===== src/rtl/core_seq_pkg.sv =====
// core_seq_pkg: shared types for the RV32I multi-cycle sequencer.
//   state_e    - sequencer FSM states
//   op_class_e - instruction class decoded from opcode[6:0]
//   wb_sel_e   - register-file writeback source
//   op_*       - RV32I major opcodes
//   writes_rd / wb_source - per-class writeback properties
package core_seq_pkg;

   localparam logic [6:0] op_lui    = 7'b0110111;
   localparam logic [6:0] op_auipc  = 7'b0010111;
   localparam logic [6:0] op_jal    = 7'b1101111;
   localparam logic [6:0] op_jalr   = 7'b1100111;
   localparam logic [6:0] op_branch = 7'b1100011;
   localparam logic [6:0] op_load   = 7'b0000011;
   localparam logic [6:0] op_store  = 7'b0100011;
   localparam logic [6:0] op_imm    = 7'b0010011;
   localparam logic [6:0] op_reg    = 7'b0110011;
   localparam logic [6:0] op_fence  = 7'b0001111;

   typedef enum logic [2:0] {
      s_fetch,
      s_decode,
      s_execute,
      s_memory,
      s_writeback,
      s_halt
   } state_e;

   typedef enum logic [3:0] {
      cls_alu,
      cls_lui,
      cls_auipc,
      cls_jal,
      cls_jalr,
      cls_branch,
      cls_load,
      cls_store,
      cls_fence,
      cls_illegal
   } op_class_e;

   typedef enum logic [1:0] {
      wb_alu  = 2'd0,
      wb_mem  = 2'd1,
      wb_link = 2'd2
   } wb_sel_e;

   // Classes that produce a value for rd.
   function automatic logic writes_rd(input op_class_e c);
      case (c)
         cls_alu, cls_lui, cls_auipc, cls_jal, cls_jalr, cls_load: return 1'b1;
         default:                                                return 1'b0;
      endcase
   endfunction

   function automatic wb_sel_e wb_source(input op_class_e c);
      case (c)
         cls_load:         return wb_mem;
         cls_jal, cls_jalr: return wb_link;
         default:          return wb_alu;
      endcase
   endfunction

endpackage


===== src/rtl/core_sequencer_op_classifier.sv =====
// op_classifier: combinational opcode decoder.
//   opcode   in  7   instruction bits [6:0]
//   op_class out     instruction class; anything unrecognised (incl. SYSTEM) is cls_illegal
module op_classifier
   import core_seq_pkg::*;
(
   input  logic [6:0] opcode,
   output op_class_e  op_class
);

   // NOTE: every variable written here gets a default first, so no input value leaves it unassigned and infers a latch.
   always_comb begin
      op_class = cls_illegal;
      case (opcode)
         op_lui:         op_class = cls_lui;
         op_auipc:       op_class = cls_auipc;
         op_jal:         op_class = cls_jal;
         op_jalr:        op_class = cls_jalr;
         op_branch:      op_class = cls_branch;
         op_load:        op_class = cls_load;
         op_store:       op_class = cls_store;
         op_imm, op_reg: op_class = cls_alu;
         op_fence:       op_class = cls_fence;
         default:        op_class = cls_illegal;
      endcase
   end

endmodule


===== src/rtl/core_sequencer.sv =====
// core_sequencer: multi-cycle control FSM for the RV32I core; one instruction in flight.
//   clk, rst (sync, active-high)
//   instr_req/instr_valid/instr      instruction fetch handshake; instr_q is the latched word
//   pc_address                       current PC, held from DECODE through commit
//   alu_out/next_sel_address/branch_taken  execute-stage results, captured in EXECUTE
//   alu_q                            registered ALU result (data-memory address)
//   dmem_req/dmem_we/dmem_ready      data-memory handshake
//   rf_we/wb_sel                     register-file write strobe and source
//   retire                           one-cycle commit pulse
//   halted                           sticky; illegal opcode or misaligned target
module core_sequencer
   import core_seq_pkg::*;
#(
   parameter int                   DataWidth = 32,
   parameter logic [DataWidth-1:0] ResetAddr = '0
) (
   input  logic                 clk,
   input  logic                 rst,
   output logic                 instr_req,
   input  logic                 instr_valid,
   input  logic [DataWidth-1:0] instr,
   output logic [DataWidth-1:0] instr_q,
   output logic [DataWidth-1:0] pc_address,
   input  logic [DataWidth-1:0] alu_out,
   input  logic [DataWidth-1:0] next_sel_address,
   input  logic                 branch_taken,
   output logic [DataWidth-1:0] alu_q,
   output logic                 dmem_req,
   output logic                 dmem_we,
   input  logic                 dmem_ready,
   output logic                 rf_we,
   output logic [1:0]           wb_sel,
   output logic                 retire,
   output logic                 halted
);

   state_e               state_q, state_d;
   op_class_e            op_class;
   logic [DataWidth-1:0] link_q;
   logic                 taken_q;
   logic [DataWidth-1:0] commit_pc;
   logic                 commit_now;
   logic                 misaligned;

   op_classifier u_op_classifier (
      .opcode   (instr_q[6:0]),
      .op_class (op_class)
   );

   // Next-PC selection; only meaningful in the commit cycle.
   always_comb begin
      commit_pc = link_q;
      case (op_class)
         cls_jal:    commit_pc = alu_q;
         cls_jalr:   commit_pc = {alu_q[DataWidth-1:1], 1'b0};
         cls_branch: commit_pc = taken_q ? alu_q : link_q;
         default:    commit_pc = link_q;
      endcase
   end

   // A store commits straight out of MEMORY; everything else commits in WRITEBACK.
   assign commit_now = (state_q == s_writeback) ||
                       ((state_q == s_memory) && dmem_ready && (op_class == cls_store));
   assign misaligned = commit_pc[1];

   // NOTE: sequential state uses non-blocking assignments so every register samples pre-edge values.
   always_ff @(posedge clk) begin
      if (rst) state_q <= s_fetch;
      else     state_q <= state_d;
   end

   always_ff @(posedge clk) begin
      if (rst) begin
         pc_address <= ResetAddr;
         instr_q    <= '0;
         alu_q      <= '0;
         link_q     <= '0;
         taken_q    <= 1'b0;
      end else begin
         if ((state_q == s_fetch) && instr_valid) instr_q <= instr;
         if (state_q == s_execute) begin
            alu_q   <= alu_out;
            link_q  <= next_sel_address;
            taken_q <= branch_taken;
         end
         if (commit_now && !misaligned) pc_address <= commit_pc;
      end
   end

   always_comb begin
      state_d = state_q;
      case (state_q)
         s_fetch:     if (instr_valid) state_d = s_decode;
         s_decode:    state_d = (op_class == cls_illegal) ? s_halt : s_execute;
         s_execute:   state_d = ((op_class == cls_load) || (op_class == cls_store)) ? s_memory
                                                                                    : s_writeback;
         s_memory: begin
            if (dmem_ready) begin
               if (op_class == cls_load) state_d = s_writeback;
               else                      state_d = misaligned ? s_halt : s_fetch;
            end
         end
         s_writeback: state_d = misaligned ? s_halt : s_fetch;
         s_halt:      state_d = s_halt;
         default:     state_d = s_fetch;
      endcase
   end

   always_comb begin
      // The reset cycle itself must not request a fetch.
      instr_req = (state_q == s_fetch) && !rst;
      dmem_req  = (state_q == s_memory);
      dmem_we   = (state_q == s_memory) && (op_class == cls_store);
      retire    = commit_now && !misaligned;
      rf_we     = (state_q == s_writeback) && !misaligned && writes_rd(op_class) &&
                  (instr_q[11:7] != 5'd0);
      wb_sel    = (state_q == s_writeback) ? wb_source(op_class) : wb_alu;
      halted    = (state_q == s_halt);
   end

endmodule


===== config.mk =====
export PLATFORM = sky130hd
export DESIGN_NAME = core_sequencer
export DESIGN_NICKNAME = d
export VERILOG_FILES = /design/src/rtl/core_seq_pkg.sv /design/src/rtl/core_sequencer_op_classifier.sv /design/src/rtl/core_sequencer.sv
export SDC_FILE = /design/constraint.sdc
export NUM_CORES = 1
export LEC_CHECK = 0
export BUFFER_PORTS_ARGS = -buffer_cell sky130_fd_sc_hd__buf_4
export CAP_MARGIN = 0
export CORE_MARGIN = 2
export CORE_UTILIZATION = 49
export DETAILED_ROUTE_END_ITERATION = 6
export PLACE_DENSITY = 0.87
export SLEW_MARGIN = 20
export SYNTH_ARGS = -nofsm -noshare
export SYNTH_HDL_FRONTEND = slang
export SYNTH_HIERARCHICAL = 1
export SYNTH_SLANG_ARGS = --single-unit

===== constraint.sdc =====
create_clock -name clk -period 3.3 [get_ports clk]
set_input_delay 0.66 -clock clk [delete_from_list [all_inputs] [get_ports clk]]
set_output_delay 0.66 -clock clk [all_outputs]
set_load 0.1 [all_outputs]

# --- After elaboration in Yosys (flattened, before gate mapping) ---
# Cells that the tools add are included.
totals:
  in_bits: 101
  wordCells: 64
  out_inout_bits: 104
  register_bits: 132
op_classes:
  n_reduce_logical: 20
  n_eq_ne: 25
  mux: 13
op_table:
  columns: ["cell", "n"]
  rows:
  - ["case mux 32 bit (3 select lines)", 1]
  - ["case mux 4 bit (9 select lines)", 1]
  - ["2-to-1 mux 32 bit", 1]
  - ["== test 7 x 6 -> 1 bit (second input constant)", 3]
  - ["== test 7 bit (second input constant)", 3]
  - ["2-to-1 mux 3 bit", 6]
  - ["case mux 3 bit (6 select lines)", 1]
  - ["== test 4 x 3 -> 1 bit (second input constant)", 4]
  - ["== test 7 x 5 -> 1 bit (second input constant)", 2]
  - ["logical AND 1 bit", 9]
  - ["== test 4 x 2 -> 1 bit (second input constant)", 2]
  - ["== test 7 x 2 -> 1 bit (second input constant)", 1]
  - ["== test 7 x 4 -> 1 bit (second input constant)", 1]
  - ["== test 3 x 2 -> 1 bit (second input constant)", 2]
  - ["== test 3 bit (second input constant)", 2]
  - ["OR reduction 6 bit", 1]
  - ["nonzero test 5 bit", 1]
  - ["== test 4 x 1 -> 1 bit (second input constant)", 1]
  - ["== test 4 bit (second input constant)", 1]
  - ["logical NOT 4 bit", 1]
  - ["case mux 2 bit (2 select lines)", 1]
  - ["OR reduction 2 bit", 2]
  - ["== test 3 x 1 -> 1 bit (second input constant)", 1]
  - ["logical NOT 3 bit", 1]
  - ["other kinds (7)", 9]

# --- Depth between registers and ports, before layout ---
logic_depth:
  ltp_word: 9
  mapped_depth: 12
  ltp_nobuf: 8

# --- Cells and area by module ---
# The synthesis kept the hierarchy.
by_module_without_submodules:
  columns: ["module", "cells_per_inst", "instances", "area_per_inst_um2", "seq_area_each_um2"]
  rows:
  - ["core_sequencer", 637, 1, 5308.8, 2642.5]
  - ["op_classifier", 24, 1, 157.7, 0.0]

# --- Least setup slack after synthesis ---
# Ideal clock, no wire load.
synth_path:
  path_kind: "reg2out"
  startpoint: "register instr_q[4]"
  endpoint: "output port rf_we"
  t_required_ns: 2.640
  path_buffers: 0
  arrival_time_ns: 4.745
  slack_ns: -2.105
  path_stages_with_launch: 8
  cell_sequence: "dfxtp_1 > or3b_2 > o31ai_1 > a211oi_1 > nor2b_1 > o311a_1 > a31o_2 > a211oi_1"
synth_via:
  elab_chain_len: 9
synth_rtl:
  columns: ["element", "line", "text"]
  rows:
  - ["start: declaration", "core_sequencer.sv:22", "output logic [DataWidth-1:0] instr_q,"]
  - ["start signal: assignment", "core_sequencer.sv:80", "if ((state_q == s_fetch) && instr_valid) instr_q <= instr;"]
  - ["== test 7 x 5 -> 1 bit / == test 7 x 6 -> 1 bit (equally long branches)", "core_sequencer_op_classifier.sv:14", "case (opcode)"]
  - ["OR reduction 2 bit", "core_sequencer_op_classifier.sv:14", null]
  - ["case mux 4 bit (9 select lines) (*)", "core_sequencer_op_classifier.sv:14", null]
  - ["via op_class[0]", "core_sequencer.sv:38", "op_class_e op_class;"]
  - ["== test 4 x 3 -> 1 bit, or another cell as far along", "core_sequencer.sv:53", "case (op_class)"]
  - ["case mux 32 bit (3 select lines)", "core_sequencer.sv:53", null]
  - ["logical NOT 1 bit", "core_sequencer.sv:115", "rf_we = (state_q == s_writeback) && !misaligned && writes_rd(op_class) &&"]
  - ["logical AND 1 bit", "core_sequencer.sv:115", null]
  - ["logical AND 1 bit (*) (2 in series)", "core_sequencer.sv:115", null]
  - ["end: declaration", "core_sequencer.sv:31", "output logic rf_we,"]
# Mark *: on every way through the listed nets, which the timed path passes. The rest lies on a longest branch.

# --- Worst setup path in the final report ---
layout_path:
  startpoint: "register instr_q[3]"
  endpoint: "output port rf_we"
# Same word-level chain as after synthesis.

==> results.rst <==
.. list-table::
   :header-rows: 1

   * - Metric
     - Value
   * - Status
     - finished with violations
   * - Violated checks
     - negative setup slack
   * - Worst-path maximum fanout
     - 8
   * - Dominant synthesized flop cell
     - sky130_fd_sc_hd__dfxtp_1
   * - # clock sinks
     - about 130
   * - Clock Skew
     - approximately 7.3 ps
   * - Antenna cell count
     - 0
   * - Area share of the largest cell type after synthesis
     - 0.483
   * - Largest area contributor in the synthesized netlist
     - sky130_fd_sc_hd__dfxtp_1
   * - DRC marker count from the first detailed-route iteration
     - between 300 and 400
   * - Cts-stage hold buffer count
     - 0
   * - Synthesized Nets
     - roughly 760
   * - Worst-path clk slew
     - around 60 ps
   * - Type of origin of the critical path
     - flop
   * - Sequential share of the synthesized area
     - 0.483
   * - Wire length after detailed routing
     - 16100 µm
   * - Vias in the first global route
     - about 5000
   * - Clock tree from TritonCTS
     - done
   * - Worst Setup Slack post-DPL
     - between 200 and 250 ps
   * - Tot Pwr
     - 0.00461 W
   * - Total standard cell area after synthesis
     - 5470 µm²
   * - Die outline height
     - 110 µm
   * - Drt pass-1 iters
     - 5
   * - Floorplan die width
     - 110 µm
   * - EDFF count, synth
     - 0
   * - Htree depth
     - 4
   * - Most common cell after layout, fill and taps aside
     - sky130_fd_sc_hd__buf_4
   * - Number of hold violations in the final report
     - 0
   * - Number of register bits inferred by synthesis
     - ~130
   * - Number of placed instances, taps included
     - ~960
   * - Max Transition Viols Final
     - 0
   * - Final core utilization
     - 0.744
   * - Actual transition at the worst max-transition pin
     - roughly 740 ps
   * - Peak supply drop
     - 0.512 mV
   * - Detailed-route DRC error count
     - 0
   * - Final min period
     - 3480 ps
   * - Cells taking the most area after synthesis
     - sky130_fd_sc_hd__dfxtp_1 (48%), sky130_fd_sc_hd__nand2_1 (14%), sky130_fd_sc_hd__a21oi_1 (9.2%)
   * - Final instance count without filler cells
     - around 1000
   * - Worst relative slew slack
     - 0.507
   * - Setup repair after global routing missed its margin
     - true
   * - Wirelength per Cell
     - between 15 and 20 µm
   * - FFs w/ async S/R, synth
     - 0
   * - I/O pins
     - around 200
   * - Initial antenna violation count
     - 0
   * - Layout overhead on the synthesized area
     - 47.5%
   * - Die Footprint
     - around 12000 µm²
   * - Remaining antenna violation count
     - 0
   * - Period utilization
     - 1.05
   * - Fmax
     - approximately 0.29 GHz
   * - Number of nets in the layout
     - roughly 960
   * - Detailed-route vias per instance
     - about 5.4
   * - Wire length of the first global-routing pass
     - between 20000 and 25000 µm
   * - Data arrival time at the worst-slack endpoint
     - between 2000 and 3000 ps
   * - Clk Latency, worst-skew pair
     - between 500 and 600 ps
   * - Cell variety after synth
     - 45
   * - Average cell area after synthesis
     - just over 8 µm²
   * - Final worst setup slack
     - -180 ps
   * - Via count of the routed design
     - approximately 5500
   * - Most frequent cells in the layout
     - sky130_fd_sc_hd__buf_4 (229), sky130_fd_sc_hd__nand2_1 (200), sky130_fd_sc_hd__dfxtp_1 (125)
   * - Max Buffers Root-to-Sink
     - 2
   * - Half-perimeter wire length after detailed placement
     - between 10000 and 15000 µm
   * - Max-capacitance violation count
     - 0
   * - Type of the most critical hold path
     - input port to flop
   * - Cells after synthesis
     - around 660
   * - Residual overflow from global routing
     - 0
   * - Total track usage
     - 0.254
   * - Leakage
     - roughly 3.2 nW
   * - Capturing element type of the critical path
     - output port
   * - Initial core utilization
     - 0.504
   * - YS warnings
     - 6
   * - Largest net degree at the start of global routing
     - 64
   * - Number of buffers inserted by port buffering
     - about 200
   * - Share of cells above drive strength 1
     - 0.377
   * - Worst Setup Path Type
     - flop to output port
   * - Area inside the core boundary
     - 10800 µm²
   * - CTS buffer count
     - 17
   * - Endpoints failing setup
     - 3
   * - Total power density per cell area
     - 572 nW/µm²
   * - Routability congestion estimate
     - ~0.90
   * - Req. time, crit path
     - between 2000 and 3000 ps
   * - Cell at the root of the clock tree
     - sky130_fd_sc_hd__clkbuf_8
   * - Standard-cell row count
     - 38
## layout make-up
type | instances | area, µm²
clock buffer | 23 | 509
multi-input combinational | 468 | 2740
timing repair buffer | 235 | 1820
tap | 140 | 175
clock inverter | 8 | 116
sequential | 132 | 2670
fill | 774 | 2780
inverter | 7 | 26.3
## cells in the mapped netlist, types with 5 or more instances
cell type / instances
sky130_fd_sc_hd__nor3_1: 6
sky130_fd_sc_hd__o21ai_0: 7
sky130_fd_sc_hd__buf_2: 5
sky130_fd_sc_hd__clkbuf_1: 33
sky130_fd_sc_hd__inv_1: 7
sky130_fd_sc_hd__mux2i_1: 30
sky130_fd_sc_hd__dfxtp_1: 132
sky130_fd_sc_hd__a211oi_2: 27
sky130_fd_sc_hd__a21oi_1: 101
sky130_fd_sc_hd__nand2_1: 205
sky130_fd_sc_hd__a211oi_1: 7
sky130_fd_sc_hd__buf_1: 7
sky130_fd_sc_hd__nor2_1: 38
## path summary, 6_finish.rpt
| path | endpoint | slack [ps] | cells past startpoint | from |
|---|---|---|---|---|
| max reg2reg | pc_address[26]$_SDFFE_PP0P_ | 120 | 11 | instr_q[3]$_SDFFE_PP0P_ |
| max | rf_we | -180 | 9 | instr_q[3]$_SDFFE_PP0P_ |
| min | alu_q[31]$_SDFFE_PP0P_ | 380 | 3 | alu_out[31] |
| min reg2reg | link_q[24]$_SDFFE_PP0P_ | 450 | 2 | link_q[24]$_SDFFE_PP0P_ |
## sequential cells by signal (all words and copies together), names as in the netlist
register,cells
alu_q,32
instr_q,32
link_q,32
pc_address,32
state_q,3
taken_q,1
## critical path, stage by stage, from the launching register on
cell and delay, ps:
sky130_fd_sc_hd__dfxtp_4 410, sky130_fd_sc_hd__or3_1 150, sky130_fd_sc_hd__a21o_1 160, sky130_fd_sc_hd__a21oi_4 80, sky130_fd_sc_hd__buf_6 130, sky130_fd_sc_hd__or2_1 270, sky130_fd_sc_hd__o311a_1 390, sky130_fd_sc_hd__a31o_4 240
sky130_fd_sc_hd__a211oi_4 240, sky130_fd_sc_hd__buf_12 210
## report_power, final
group / total [W] / switching (W) / internal (W)
registers: 0.00171 / 0.0000551 / 0.00166
clock network: 0.00195 / 0.000656 / 0.00129
logic: 0.000948 / 0.000687 / 0.000262
## repair_timing
action	in CTS	in global routing
endpoints found under the setup margin	2	3
gates resized for setup	25	11
setup buffers	12	9
pin swaps	10	6
## metrics by stage
stage	TNS (ps)	hold WS [ps]	area [µm²]
after floorplan	-106	432	5540
after global placement	0	441	7090
after detailed placement	0	447	7090
after CTS	-93.4	351	7930
after global routing	-496	359	8060
final	-361	375	8060
## routing by layer
metal | global-route usage | wire [µm] | share of wire | vias up
met4 | 0.120 | 524 | 0.033 | 0
met5 | 0 | 0 | 0 | -
met3 | 0.0954 | 1460 | 0.091 | 49
met2 | 0.409 | 7660 | 0.48 | 266
li1 | - | - | - | 2648
met1 | 0.299 | 6430 | 0.40 | 2520
## cells by family after synthesis
group           after synthesis  share of synthesized area
simple gates                278                      0.209
compound gates              160                      0.201
flops                       132                      0.483
buf+inv                      61                     0.0515
mux                          30                     0.0549
Power figures use the tool's default switching activity.
